**src/rtl/pll_seq_pkg.sv**
```systemverilog
// pll_seq_pkg: shared state encoding and sizing helpers for the PLL lock sequencer
package pll_seq_pkg;
  typedef enum logic [2:0] {
    RESET_PLL = 3'd0,
    WAIT_LOCK = 3'd1,
    STABLE    = 3'd2,
    RUN       = 3'd3,
    FAULT     = 3'd4
  } pll_seq_state_t;
  localparam int RETRY_W = 4;
  function automatic int cnt_width(input int a, input int b, input int c);
    int m;
    m = (a > b) ? a : b;
    m = (m > c) ? m : c;
    return (m < 2) ? 1 : $clog2(m);
  endfunction
endpackage

```
**src/rtl/pll_lock_sequencer_if.sv**
```systemverilog
// pll_lock_sequencer_if: PLL-side and status signals of the lock sequencer
interface pll_lock_sequencer_if;
  import pll_seq_pkg::*;
  logic               pll_lock_i;
  logic               restart_i;
  logic               pll_rst_o;
  logic               sys_resetn_o;
  logic               ready_o;
  logic               fault_o;
  logic [RETRY_W-1:0] retries_o;
  logic [2:0]         state_o;
  modport master (
    input  pll_lock_i, restart_i,
    output pll_rst_o, sys_resetn_o, ready_o, fault_o, retries_o, state_o
  );
  modport slave (
    output pll_lock_i, restart_i,
    input  pll_rst_o, sys_resetn_o, ready_o, fault_o, retries_o, state_o
  );
endinterface

```
**src/rtl/sync_ff.sv**
```systemverilog
// sync_ff: async-reset flop chain bringing an asynchronous level into the clk domain
module sync_ff #(
  parameter int STAGES = 2
) (
  input  logic clk,
  input  logic rst_n,
  input  logic d,
  output logic q
);
  logic [STAGES-1:0] r;
  always_ff @(posedge clk or negedge rst_n)
    if (!rst_n) r <= '0;
    else r <= {r[STAGES-2:0], d};
  assign q = r[STAGES-1];
endmodule

```
**src/rtl/pll_lock_sequencer.sv**
```systemverilog
// pll_lock_sequencer: drives PLL reset, waits for stable lock, retries on timeout, releases system reset
module pll_lock_sequencer
  import pll_seq_pkg::*;
#(
  parameter int RST_CYCLES    = 16,
  parameter int LOCK_TIMEOUT  = 65536,
  parameter int STABLE_CYCLES = 1024,
  parameter int MAX_RETRIES   = 7,
  parameter int SYNC_STAGES   = 2
) (
  input logic                  clkin,
  input logic                  resetn,
  pll_lock_sequencer_if.master pll
);
  localparam int CW = cnt_width(RST_CYCLES, LOCK_TIMEOUT, STABLE_CYCLES);
  localparam logic [CW-1:0] RST_LAST = CW'(RST_CYCLES - 1);
  localparam logic [CW-1:0] TMO_LAST = CW'(LOCK_TIMEOUT - 1);
  localparam logic [CW-1:0] STB_LAST = CW'(STABLE_CYCLES - 1);
  localparam logic [RETRY_W-1:0] RMAX = RETRY_W'(MAX_RETRIES);
  pll_seq_state_t     state, nxt;
  logic [CW-1:0]      cnt, cnt_nxt, cnt_inc;
  logic [RETRY_W-1:0] ret_nxt;
  logic               lock_s;
  sync_ff #(.STAGES(SYNC_STAGES)) u_sync (
    .clk  (clkin),
    .rst_n(resetn),
    .d    (pll.pll_lock_i),
    .q    (lock_s)
  );
  // counter saturates so a stalled state can never alias back to zero
  assign cnt_inc = (cnt == '1) ? cnt : cnt + 1'b1;
  always_comb begin
    nxt     = state;
    cnt_nxt = cnt_inc;
    ret_nxt = pll.retries_o;
    if (pll.restart_i) begin
      nxt     = RESET_PLL;
      cnt_nxt = '0;
      ret_nxt = '0;
    end else
      case (state)
        RESET_PLL:
          if (cnt == RST_LAST) begin
            nxt     = WAIT_LOCK;
            cnt_nxt = '0;
          end
        WAIT_LOCK:
          if (lock_s) begin
            nxt     = STABLE;
            cnt_nxt = '0;
          end else if (cnt == TMO_LAST) begin
            nxt     = (pll.retries_o == RMAX) ? FAULT : RESET_PLL;
            cnt_nxt = '0;
            ret_nxt = (pll.retries_o == RMAX) ? pll.retries_o : pll.retries_o + 1'b1;
          end
        STABLE:
          if (!lock_s) begin
            nxt     = WAIT_LOCK;
            cnt_nxt = '0;
          end else if (cnt == STB_LAST) begin
            nxt     = RUN;
            cnt_nxt = '0;
            ret_nxt = '0;
          end
        RUN:
          if (!lock_s) begin
            nxt     = RESET_PLL;
            cnt_nxt = '0;
          end
        FAULT: cnt_nxt = '0;
        default: begin
          nxt     = RESET_PLL;
          cnt_nxt = '0;
        end
      endcase
  end
  // outputs are decoded from the next state so they change on the same edge as state
  always_ff @(posedge clkin or negedge resetn)
    if (!resetn) begin
      state            <= RESET_PLL;
      cnt              <= '0;
      pll.pll_rst_o    <= 1'b1;
      pll.sys_resetn_o <= 1'b0;
      pll.ready_o      <= 1'b0;
      pll.fault_o      <= 1'b0;
      pll.retries_o    <= '0;
    end else begin
      state            <= nxt;
      cnt              <= cnt_nxt;
      pll.pll_rst_o    <= (nxt == RESET_PLL) || (nxt == FAULT);
      pll.sys_resetn_o <= nxt == RUN;
      pll.ready_o      <= nxt == RUN;
      pll.fault_o      <= nxt == FAULT;
      pll.retries_o    <= ret_nxt;
    end
  assign pll.state_o = state;
endmodule

```
**src/flat_wrapper.sv**
```systemverilog
// flat-port wrapper written by rule: the top's interface ports become plain ports
module pll_lock_sequencer_flat import pll_seq_pkg::*;
#(
  parameter int RST_CYCLES    = 16,
  parameter int LOCK_TIMEOUT  = 65536,
  parameter int STABLE_CYCLES = 1024,
  parameter int MAX_RETRIES   = 7,
  parameter int SYNC_STAGES   = 2
)
  (clkin, resetn, pll_pll_lock_i, pll_restart_i, pll_pll_rst_o, pll_sys_resetn_o, pll_ready_o, pll_fault_o, pll_retries_o, pll_state_o);
  pll_lock_sequencer_if pll_i ();
  input logic clkin;
  input logic resetn;
  input wire logic [$bits(pll_i.pll_lock_i)-1:0] pll_pll_lock_i;
  input wire logic [$bits(pll_i.restart_i)-1:0] pll_restart_i;
  output wire logic [$bits(pll_i.pll_rst_o)-1:0] pll_pll_rst_o;
  output wire logic [$bits(pll_i.sys_resetn_o)-1:0] pll_sys_resetn_o;
  output wire logic [$bits(pll_i.ready_o)-1:0] pll_ready_o;
  output wire logic [$bits(pll_i.fault_o)-1:0] pll_fault_o;
  output wire logic [$bits(pll_i.retries_o)-1:0] pll_retries_o;
  output wire logic [$bits(pll_i.state_o)-1:0] pll_state_o;
  assign pll_i.pll_lock_i = pll_pll_lock_i;
  assign pll_i.restart_i = pll_restart_i;
  assign pll_pll_rst_o = pll_i.pll_rst_o;
  assign pll_sys_resetn_o = pll_i.sys_resetn_o;
  assign pll_ready_o = pll_i.ready_o;
  assign pll_fault_o = pll_i.fault_o;
  assign pll_retries_o = pll_i.retries_o;
  assign pll_state_o = pll_i.state_o;
  pll_lock_sequencer #(.RST_CYCLES(RST_CYCLES), .LOCK_TIMEOUT(LOCK_TIMEOUT), .STABLE_CYCLES(STABLE_CYCLES), .MAX_RETRIES(MAX_RETRIES), .SYNC_STAGES(SYNC_STAGES)) u_core (.clkin(clkin), .resetn(resetn), .pll(pll_i));
endmodule
```
**config.mk**
```make
export PLATFORM = sky130hd
export DESIGN_NAME = pll_lock_sequencer_flat
export DESIGN_NICKNAME = d
export VERILOG_FILES = /design/src/rtl/pll_seq_pkg.sv /design/src/rtl/pll_lock_sequencer_if.sv /design/src/rtl/sync_ff.sv /design/src/rtl/pll_lock_sequencer.sv /design/src/flat_wrapper.sv
export SDC_FILE = /design/constraint.sdc
export NUM_CORES = 1
export LEC_CHECK = 0
export BUFFER_PORTS_ARGS = -buffer_cell sky130_fd_sc_hd__buf_2
export CORE_MARGIN = 5
export CORE_UTILIZATION = 52
export CTS_BUF_LIST = sky130_fd_sc_hd__clkbuf_8 sky130_fd_sc_hd__clkbuf_16
export CTS_CLUSTER_SIZE = 40
export DETAILED_ROUTE_END_ITERATION = 8
export PLACE_DENSITY = 0.74
export REMOVE_ABC_BUFFERS = 1
export SYNTH_ARGS = -nofsm -noshare
export SYNTH_HDL_FRONTEND = slang
export SYNTH_SLANG_ARGS = --single-unit
export TNS_END_PERCENT = 100
```
**constraint.sdc**
```tcl
create_clock -name clkin -period 2 [get_ports clkin]
set_input_delay 0.3 -clock clkin [delete_from_list [all_inputs] [get_ports clkin]]
set_output_delay 0.3 -clock clkin [all_outputs]
set_load 0.02 [all_outputs]
```
==> results of run 1 <==
[power breakdown]
group	switching [W]	leakage (nW)	total (W)	internal (W)
Combinational	0.0000314	0.434	0.0000475	0.0000160
Clock	0.000164	0.0269	0.000302	0.000138
Sequential	0.00000579	0.379	0.000579	0.000573
[final timing paths]
path | end
setup / recovery | u_core.pll.retries_o[3]
hold reg to reg | u_core.u_sync.r[1]
hold / removal | u_core.pll.state_o[2]
setup reg to reg | u_core.pll.retries_o[3]
max in group asynchronous | u_core.cnt[8]
min in group clkin | u_core.u_sync.r[0]
[layout make-up]
cell class	count	area (um^2)
clock buffers	3	41.29
flip-flops and latches	28	703.2
multi-input cells	114	832.0
fillers	234	999.7
inverters	5	21.27
well taps	31	38.79
clock inverters	1	3.754
repair buffers	25	165.2
[layer usage]
layer,vias up,wire length [um],global-route usage (%)
met5,-,0,0
met4,0,44,6.332
met3,4,138,2.073
met2,34,1616,28.61
met1,595,1414,22.26
li1,603,-,-
[metrics by stage]
| step | std cells | util, % |
|---|---|---|
| 6_report | 207 | 64.36 |
| 5_1_grt | 207 | 64.36 |
| 4_1_cts | 206 | 63.11 |
| 3_5_place_dp | 202 | 61.28 |
| 3_3_place_gp | 202 | 61.28 |
| 2_1_floorplan | 147 | - |
[cell families after synthesis]
| logic type | Yosys count |
|---|---|
| XOR/XNOR | 9 |
| adder cells (fa/ha/maj) | 3 |
| buffers and inverters | 9 |
| flip-flops | 28 |
| multiplexers | 2 |
| AO/OA/AOI/OAI | 23 |
| AND/OR/NAND/NOR | 77 |
[layout by cell type (no fill, tap or decap), types with 2 or more instances in the layout]
master / instances
a21boi_0: 2
buf_4: 10
nor3b_1: 3
nor2_1: 12
nand4_1: 5
and3_1: 3
clkbuf_8: 3
a22o_1: 2
nand2b_1: 4
a21oi_1: 4
nor4_1: 2
nand2_1: 9
xor2_1: 5
inv_1: 5
nand3_1: 6
xnor2_1: 4
buf_2: 14
dfrtp_1: 26
a211oi_1: 2
and4_2: 3
o31a_1: 2
nor3_1: 9
ha_1: 2
nor2_2: 10
[sequential cells by signal (all words and copies together) (netlist names)]
register and cells:
u_core.u_sync.r 2, u_core.pll.state_o 3, u_core.pll.retries_o 4, u_core.pll.pll_rst_o 1
u_core.pll.fault_o 1, u_core.pll.sys_resetn_o 1, u_core.cnt 16
[what timing repair did]
item,in CTS,in global routing
pin swaps,1,2
gates resized for setup,1,6
setup buffers,0,1
cloned,0,0
setup endpoints to repair,3,19
[worst max-delay path, cell delays in order (launching register included)]
cell and delay (ps):
dfrtp_1 480, nand4_4 150, nor4_4 410, buf_4 190, a31o_2 150, a21oi_1 110
a211o_1 310
==> flow_summary.json, run 1 <==
{
  "outcome": "finished clean",
  "die_area_mm2": 0.004190,
  "peakVddDrop_mv": 0.4579,
  "r2r-start": "u_core.cnt[9]",
  "track_usage_pct": 16.92,
  "fin_crit_ps": 1915,
  "dp_worst_setup_slack_ps": -43.59,
  "worst_slack_ps": 85.19,
  "drive_gt1_share_pct": 32.95,
  "clk_pin_slew_ps": 90,
  "relSlewSlack_pct": 59.29,
  "stdcell_area_mm2": 0.001805,
  "grt_pass1_wl_mm": 5.616,
  "pwr_density_cell_mw_per_mm2": 514.0,
  "setup_viol": 0,
  "drtPass1Iterations": 4,
  "final-max-slew-violation-count": 0,
  "ys_seq_area_share_pct": 45.06,
  "worst_skew_pair.late_latency_ps": 270,
  "critical_path_class": "reg2reg",
  "max_freq_mhz": 522.2,
  "post-route-drc-count": 0,
  "crit_path_start": "u_core.cnt[9]",
  "antennaDiodeCount": 0,
  "via_per_inst": 5.971,
  "synth.area.mux_share_pct": 1.365,
  "pin_count": 15,
  "rows": 19,
  "required_ps": 2160,
  "yosys.area.top_type": "dfrtp_1",
  "cts_sinks": 28,
  "cts-root-buf": "clkbuf_8",
  "h-tree-depth": 1,
  "end_kind": "register",
  "drt_iter0_drc": 26,
  "synth_top_family_by_area": "simple AND/OR/NAND/NOR gates",
  "cp_max_fo": 6,
  "hold_ws_ps": 32.92,
  "yosys.area_share.adder_pct": 2.410,
  "overflow": 0,
  "synth-compound-area-share_pct": 12.05,
  "routed_wirelength_mm": 3.214,
  "die_w_um": 64.73,
  "yosys-top-cells-area": "dfrtp_1, nor2_2, nor3_1",
  "synthArstFlopShare_pct": 100.0,
  "cts_made_buffers": 3,
  "yosysMostFrequentCell": "dfrtp_1",
  "wire_per_inst_um": 15.53,
  "worstPathArrival_ps": 2070,
  "start_util_pct": 55.53,
  "syn_area_per_cell_um2": 10.32,
  "synth-simple-area-share_pct": 30.44,
  "grt_setup_unrepaired": "no",
  "ant_nets": 0,
  "fin_crit_sh_pct": 95.74,
  "yosysWarnings": 0,
  "syn_area_mm2": 0.001558,
  "crit_path_start_kind": "register",
  "port-buffer-count": 14,
  "ys.flop_type": "dfrtp_1",
  "synth_seq_cells": 28,
  "synth-edff-count": 0,
  "setup-tns-final_ps": 0,
  "ys_top_cells_by_count": "dfrtp_1, nor2_1, nor2_2",
  "grt_max_degree": 29,
  "p_leak_nw": 0.8404,
  "dp_hpwl_mm": 2.417,
  "areaGrowthSynthToFinish_pct": 15.90,
  "synth-xor-area-share_pct": 5.060,
  "hold_class": "in2async",
  "place_area_mm2": 0.001719,
  "core_mm2": 0.002805,
  "hold_viol": 0,
  "synth.distinct_cells": 46,
  "antenna_found_initial": 0,
  "tightest_slew_ps": 610.7,
  "gp_congestion": 0.8373,
  "reg2reg_depth": 6,
  "rrSetupSlack_ps": 90,
  "post-synth-top-area-fraction_pct": 43.37,
  "clockBufferDepth": 2,
  "final.setup_skew_ps": 5.064,
  "fin_nets": 184,
  "cts_tree": "yes",
  "grt_pass1_vias": 1185,
  "postSynthCellCount": 151,
  "hold_buffers": 0,
  "p_total_w": 0.0009281,
  "num_vias": 1236,
  "die_h_um": 64.73,
  "maxCapViolations": 0
}
(Power assumes the default switching activity.)
==> run 2: changes to the inputs <==
CORE_ASPECT_RATIO = 2   (was not set)
==> run 2 against run 1 <==
Effect of this change:
- sequential cell count did not move
- fmax fell by 0.61%
- sequential power barely moved
- final cell count fell by 0.48%
- die area rose by 1.6%
- total power rose by 2.7%
- highest routed layer unchanged
- first-iteration DRC count rose to 2.6 times the previous value
- largest power group unchanged
- clock power rose by 2%
- largest cell class unchanged
- critical path type unchanged
- critical path depth rose by 1
==> flow_summary.json, run 2 (synthesis gave the netlist of run 1 again) <==
{
  "crit_family": "compound AO/OA/AOI/OAI gates",
  "via_per_inst": 6.272,
  "worst_skew_pair.late_latency_ps": 270,
  "fin_crit_ps": 1926,
  "cts_sinks": 28,
  "die_h_um": 87.40,
  "setup-tns-final_ps": 0,
  "top_register": "u_core.cnt",
  "crit_path_cell_trace": "ha_4 -> and3_2 -> nand4_1 -> a22o_1 -> o21ai_4 -> clkbuf_16 -> nor2_2",
  "post-route-drc-count": 0,
  "rrSetupSlack_ps": 70,
  "dp_worst_setup_slack_ps": -6.108,
  "final.setup_skew_ps": 7.277,
  "final_common_cell": "dfrtp_1",
  "port-buffer-count": 14,
  "reg2reg_depth": 7,
  "drive_gt1_share_pct": 36.36,
  "maxCapViolations": 0,
  "areaGrowthSynthToFinish_pct": 18.07,
  "multi_input_area_um2": 844.6,
  "relSlewSlack_pct": 59.24,
  "ant_nets": 0,
  "outcome": "finished clean",
  "hold_viol": 0,
  "timing.critical_path.slowest_stage_cell": "dfrtp_1",
  "hold_class": "in2async",
  "clk_pin_slew_ps": 90,
  "grt_max_degree": 29,
  "setup_viol": 0,
  "hold_ws_ps": 24.09,
  "end_kind": "register",
  "tightest_slew_ps": 611.5,
  "track_usage_pct": 17.71,
  "grt_pass1_wl_mm": 6.113,
  "pwr_density_cell_mw_per_mm2": 518.0,
  "stdcell_area_mm2": 0.001839,
  "nFillCells": 252,
  "max_freq_mhz": 519.1,
  "grt_pass1_vias": 1340,
  "h-tree-depth": 1,
  "wire_per_inst_um": 17.35,
  "cts_made_buffers": 3,
  "gp_congestion": 0.8475,
  "hold_buffers": 0,
  "die_area_mm2": 0.004256,
  "crit_buf_inv": 1,
  "final-max-slew-violation-count": 0,
  "clockBufferDepth": 2,
  "peakVddDrop_mv": 0.5692,
  "drt_iter0_drc": 67,
  "r2r-start": "u_core.cnt[1]",
  "required_ps": 2170,
  "crit_path_start_kind": "register",
  "pin_count": 15,
  "routed_wirelength_mm": 3.575,
  "critical_path_class": "reg2reg",
  "critPathMaxStageDelay_ps": 410,
  "core_mm2": 0.002943,
  "die_w_um": 48.70,
  "start_util_pct": 52.93,
  "antennaDiodeCount": 0,
  "worst_slack_ps": 73.50,
  "cts_tree": "yes",
  "antenna_found_initial": 0,
  "cp_max_fo": 7,
  "r2r-end": "u_core.cnt[15]",
  "rows": 28,
  "place_area_mm2": 0.001695,
  "largest_reg_flops": 16,
  "num_vias": 1292,
  "p_leak_nw": 0.8395,
  "fin_nets": 184,
  "place_inst": 198,
  "final_cell_mix": "dfrtp_1, buf_2, nor2_1",
  "seq_area_um2": 708.2,
  "cts-root-buf": "clkbuf_8",
  "fin_cells": 206,
  "fin_crit_sh_pct": 96.32,
  "drtPass1Iterations": 4,
  "dp_hpwl_mm": 2.567,
  "overflow": 0,
  "worstPathArrival_ps": 2090
}
[run 2: how the worst max path moves through the flow]
stage,end,depth (start not counted),start
after detailed placement,u_core.cnt[12],6,u_core.cnt[0]
after global placement,u_core.cnt[12],6,u_core.cnt[0]
after floorplan,u_core.cnt[2],7,u_core.cnt[0]
after CTS,u_core.pll.retries_o[3],7,u_core.cnt[0]
after global routing,u_core.cnt[15],6,u_core.cnt[11]
final,u_core.cnt[15],7,u_core.cnt[1]
[run 2: final cells by class]
type | instances | share of cell area, %
Clock buffer | 3 | 2.245
Tap cell | 30 | 2.041
Sequential cell | 28 | 38.50
Clock inverter | 1 | 0.2041
Multi-Input combinational cell | 114 | 45.92
Inverter | 5 | 1.156
Timing Repair Buffer | 25 | 9.932
[run 2: metal layers]
metal,GRT usage [%],vias to the layer above,wire length (um)
met5,0,-,0
met4,5.882,0,96
met3,2.230,11,120
li1,-,603,-
met2,33.69,37,2064
met1,19.69,641,1294
[run 2: power by group]
part	total, W	internal, W	switching [W]
clock network	0.000308	0.000138	0.000170
registers	0.000581	0.000573	0.00000782
logic	0.0000639	0.0000269	0.0000370
[run 2: what timing repair did]
item	4_1_cts	5_1_grt
endpoints found under the setup margin	3	21
pin swaps	1	5
buffers inserted	0	3
resized for setup	1	12
cloned	0	1
[run 2: per-stage QoR]
step / total power (W) / utilization (%)
2_1_floorplan: 0.0006107 / -
3_3_place_gp: 0.0006359 / 57.61
3_5_place_dp: 0.0006393 / 57.61
4_1_cts: 0.0009458 / 59.35
5_1_grt: 0.0009905 / 62.50
6_report: 0.0009528 / 62.50
==> run 3: changes to the inputs <==
CORE_UTILIZATION = 55   (was 52)
PLACE_DENSITY = 0.84   (was 0.74)
clock period = 2.03 ns   (was 2 ns; I/O delays follow)
==> run 3 against run 2 <==
Effect of this change:
- clock power rose by 12%
- die area is 4.6% lower
- final cell count fell by 2.9%
- setup slack gained 20 ps
- non-clock buffer count decreased by 5
- hold slack about the same
- largest cell class unchanged
==> flow_summary.json, run 3 (synthesis gave the netlist of run 1 again) <==
{
  "crit_path_start_kind": "register",
  "post-route-drc-count": 0,
  "fin_crit_ps": 1937,
  "grt_pass1_wl_mm": 6.161,
  "grt_pass1_vias": 1401,
  "clk_pin_slew_ps": 90,
  "cts-root-buf": "clkbuf_8",
  "rrSetupSlack_ps": 90,
  "peakVddDrop_mv": 0.5683,
  "fin_crit_sh_pct": 95.41,
  "cts_sinks": 28,
  "drtPass1Iterations": 4,
  "hold_viol": 0,
  "max_freq_mhz": 516.3,
  "ant_nets": 0,
  "cts_made_buffers": 3,
  "maxCapViolations": 0,
  "port-buffer-count": 14,
  "num_vias": 1289,
  "final.setup_skew_ps": 1.782,
  "cts_tree": "yes",
  "grt_setup_unrepaired": "no",
  "h-tree-depth": 1,
  "cp_max_fo": 14,
  "final_util_pct": 65.11,
  "required_ps": 2180,
  "clockBufferDepth": 2,
  "relSlewSlack_pct": 59.88,
  "die_w_um": 47.63,
  "end_kind": "register",
  "routed_wirelength_mm": 3.521,
  "antenna_found_initial": 0,
  "areaGrowthSynthToFinish_pct": 14.38,
  "drive_gt1_share_pct": 33.92,
  "outcome": "finished clean",
  "grt_max_degree": 29,
  "fin_nets": 179,
  "drt_iter0_drc": 56,
  "setup_viol": 0,
  "dp_hpwl_mm": 2.630,
  "final_common_cell": "dfrtp_1",
  "tightest_slew_ps": 601.8,
  "dp_worst_setup_slack_ps": -26.99,
  "final_cell_mix": "dfrtp_1, buf_2, nor2_1",
  "pin_count": 15,
  "start_util_pct": 56.93,
  "rows": 27,
  "antennaDiodeCount": 0,
  "hold_class": "in2async",
  "worst_skew_pair.late_latency_ps": 280,
  "die_area_mm2": 0.004061,
  "top_register": "u_core.cnt",
  "reg2reg_depth": 7,
  "track_usage_pct": 20.61,
  "largest_reg_flops": 16,
  "worstPathArrival_ps": 2090,
  "wire_per_inst_um": 17.61,
  "via_per_inst": 6.445,
  "critical_path_class": "reg2reg",
  "die_h_um": 85.26,
  "gp_congestion": 0.8206,
  "overflow": 0,
  "pwr_density_cell_mw_per_mm2": 544.0,
  "p_leak_nw": 0.8105,
  "final-max-slew-violation-count": 0,
  "worst_slack_ps": 93.25,
  "core_mm2": 0.002736
}
==> run 3: critical path, cell delays in order, from the launching register on <==
cell and delay (ps):
dfrtp_1 400, ha_4 180, and3_1 250, nand4_1 250
a22o_1 350, o21ai_4 160, buf_12 170, a211oi_1 50
==> run 3: cell type report <==
| type | count | area (um^2) |
|---|---|---|
| fill | 212 | 954.7 |
| multi-input combinational | 114 | 833.3 |
| sequential | 28 | 708.2 |
| timing repair buffer | 20 | 127.6 |
| clock buffer | 4 | 55.05 |
| tap | 29 | 36.28 |
| inverter | 5 | 21.27 |
==> run 3: per-stage QoR <==
| stage | total power, W | instances | hold WS (ps) | TNS [ps] | area [um^2] |
|---|---|---|---|---|---|
| after floorplan | 0.0006017 | 147 | 8.909 | -706.8 | 1523 |
| after global placement | 0.0006263 | 195 | 344.3 | 0 | 1679 |
| after detailed placement | 0.0006294 | 195 | 337.8 | -31.61 | 1679 |
| after CTS | 0.0009739 | 199 | 46.84 | 0 | 1740 |
| after global routing | 0.001010 | 200 | 68.61 | 0 | 1782 |
| final | 0.0009692 | 200 | 23.62 | 0 | 1782 |
==> run 3: path summary, 6_finish.rpt <==
kind,endpoint,start
worst min register to register,u_core.u_sync.r[1],u_core.u_sync.r[0]
max in group asynchronous,u_core.cnt[15],resetn
worst max-delay path,u_core.cnt[14],u_core.cnt[0]
min in group clkin,u_core.u_sync.r[0],pll_pll_lock_i
worst max register to register,u_core.cnt[14],u_core.cnt[0]
worst min-delay path,u_core.cnt[6],resetn
==> run 3: where the power goes <==
group	internal, W	leakage, nW	switching, W
Sequential	0.000564	0.372	0.00000786
Clock	0.000174	0.0288	0.000171
Combinational	0.0000192	0.409	0.0000331
==> run 3: timing repair <==
item	CTS	global route
pin swaps	0	1
setup buffers	0	1
hold buffers	0	0
gates resized for setup	1	10
setup endpoints to repair	2	22
==> run 3: layer usage <==
layer	vias to the layer above	global-route usage, %	wire length (um)
met1	636	22.27	1220
met4	0	13.24	165
met3	17	3.609	117
met5	-	0	0
li1	592	-	-
met2	44	34.23	2018
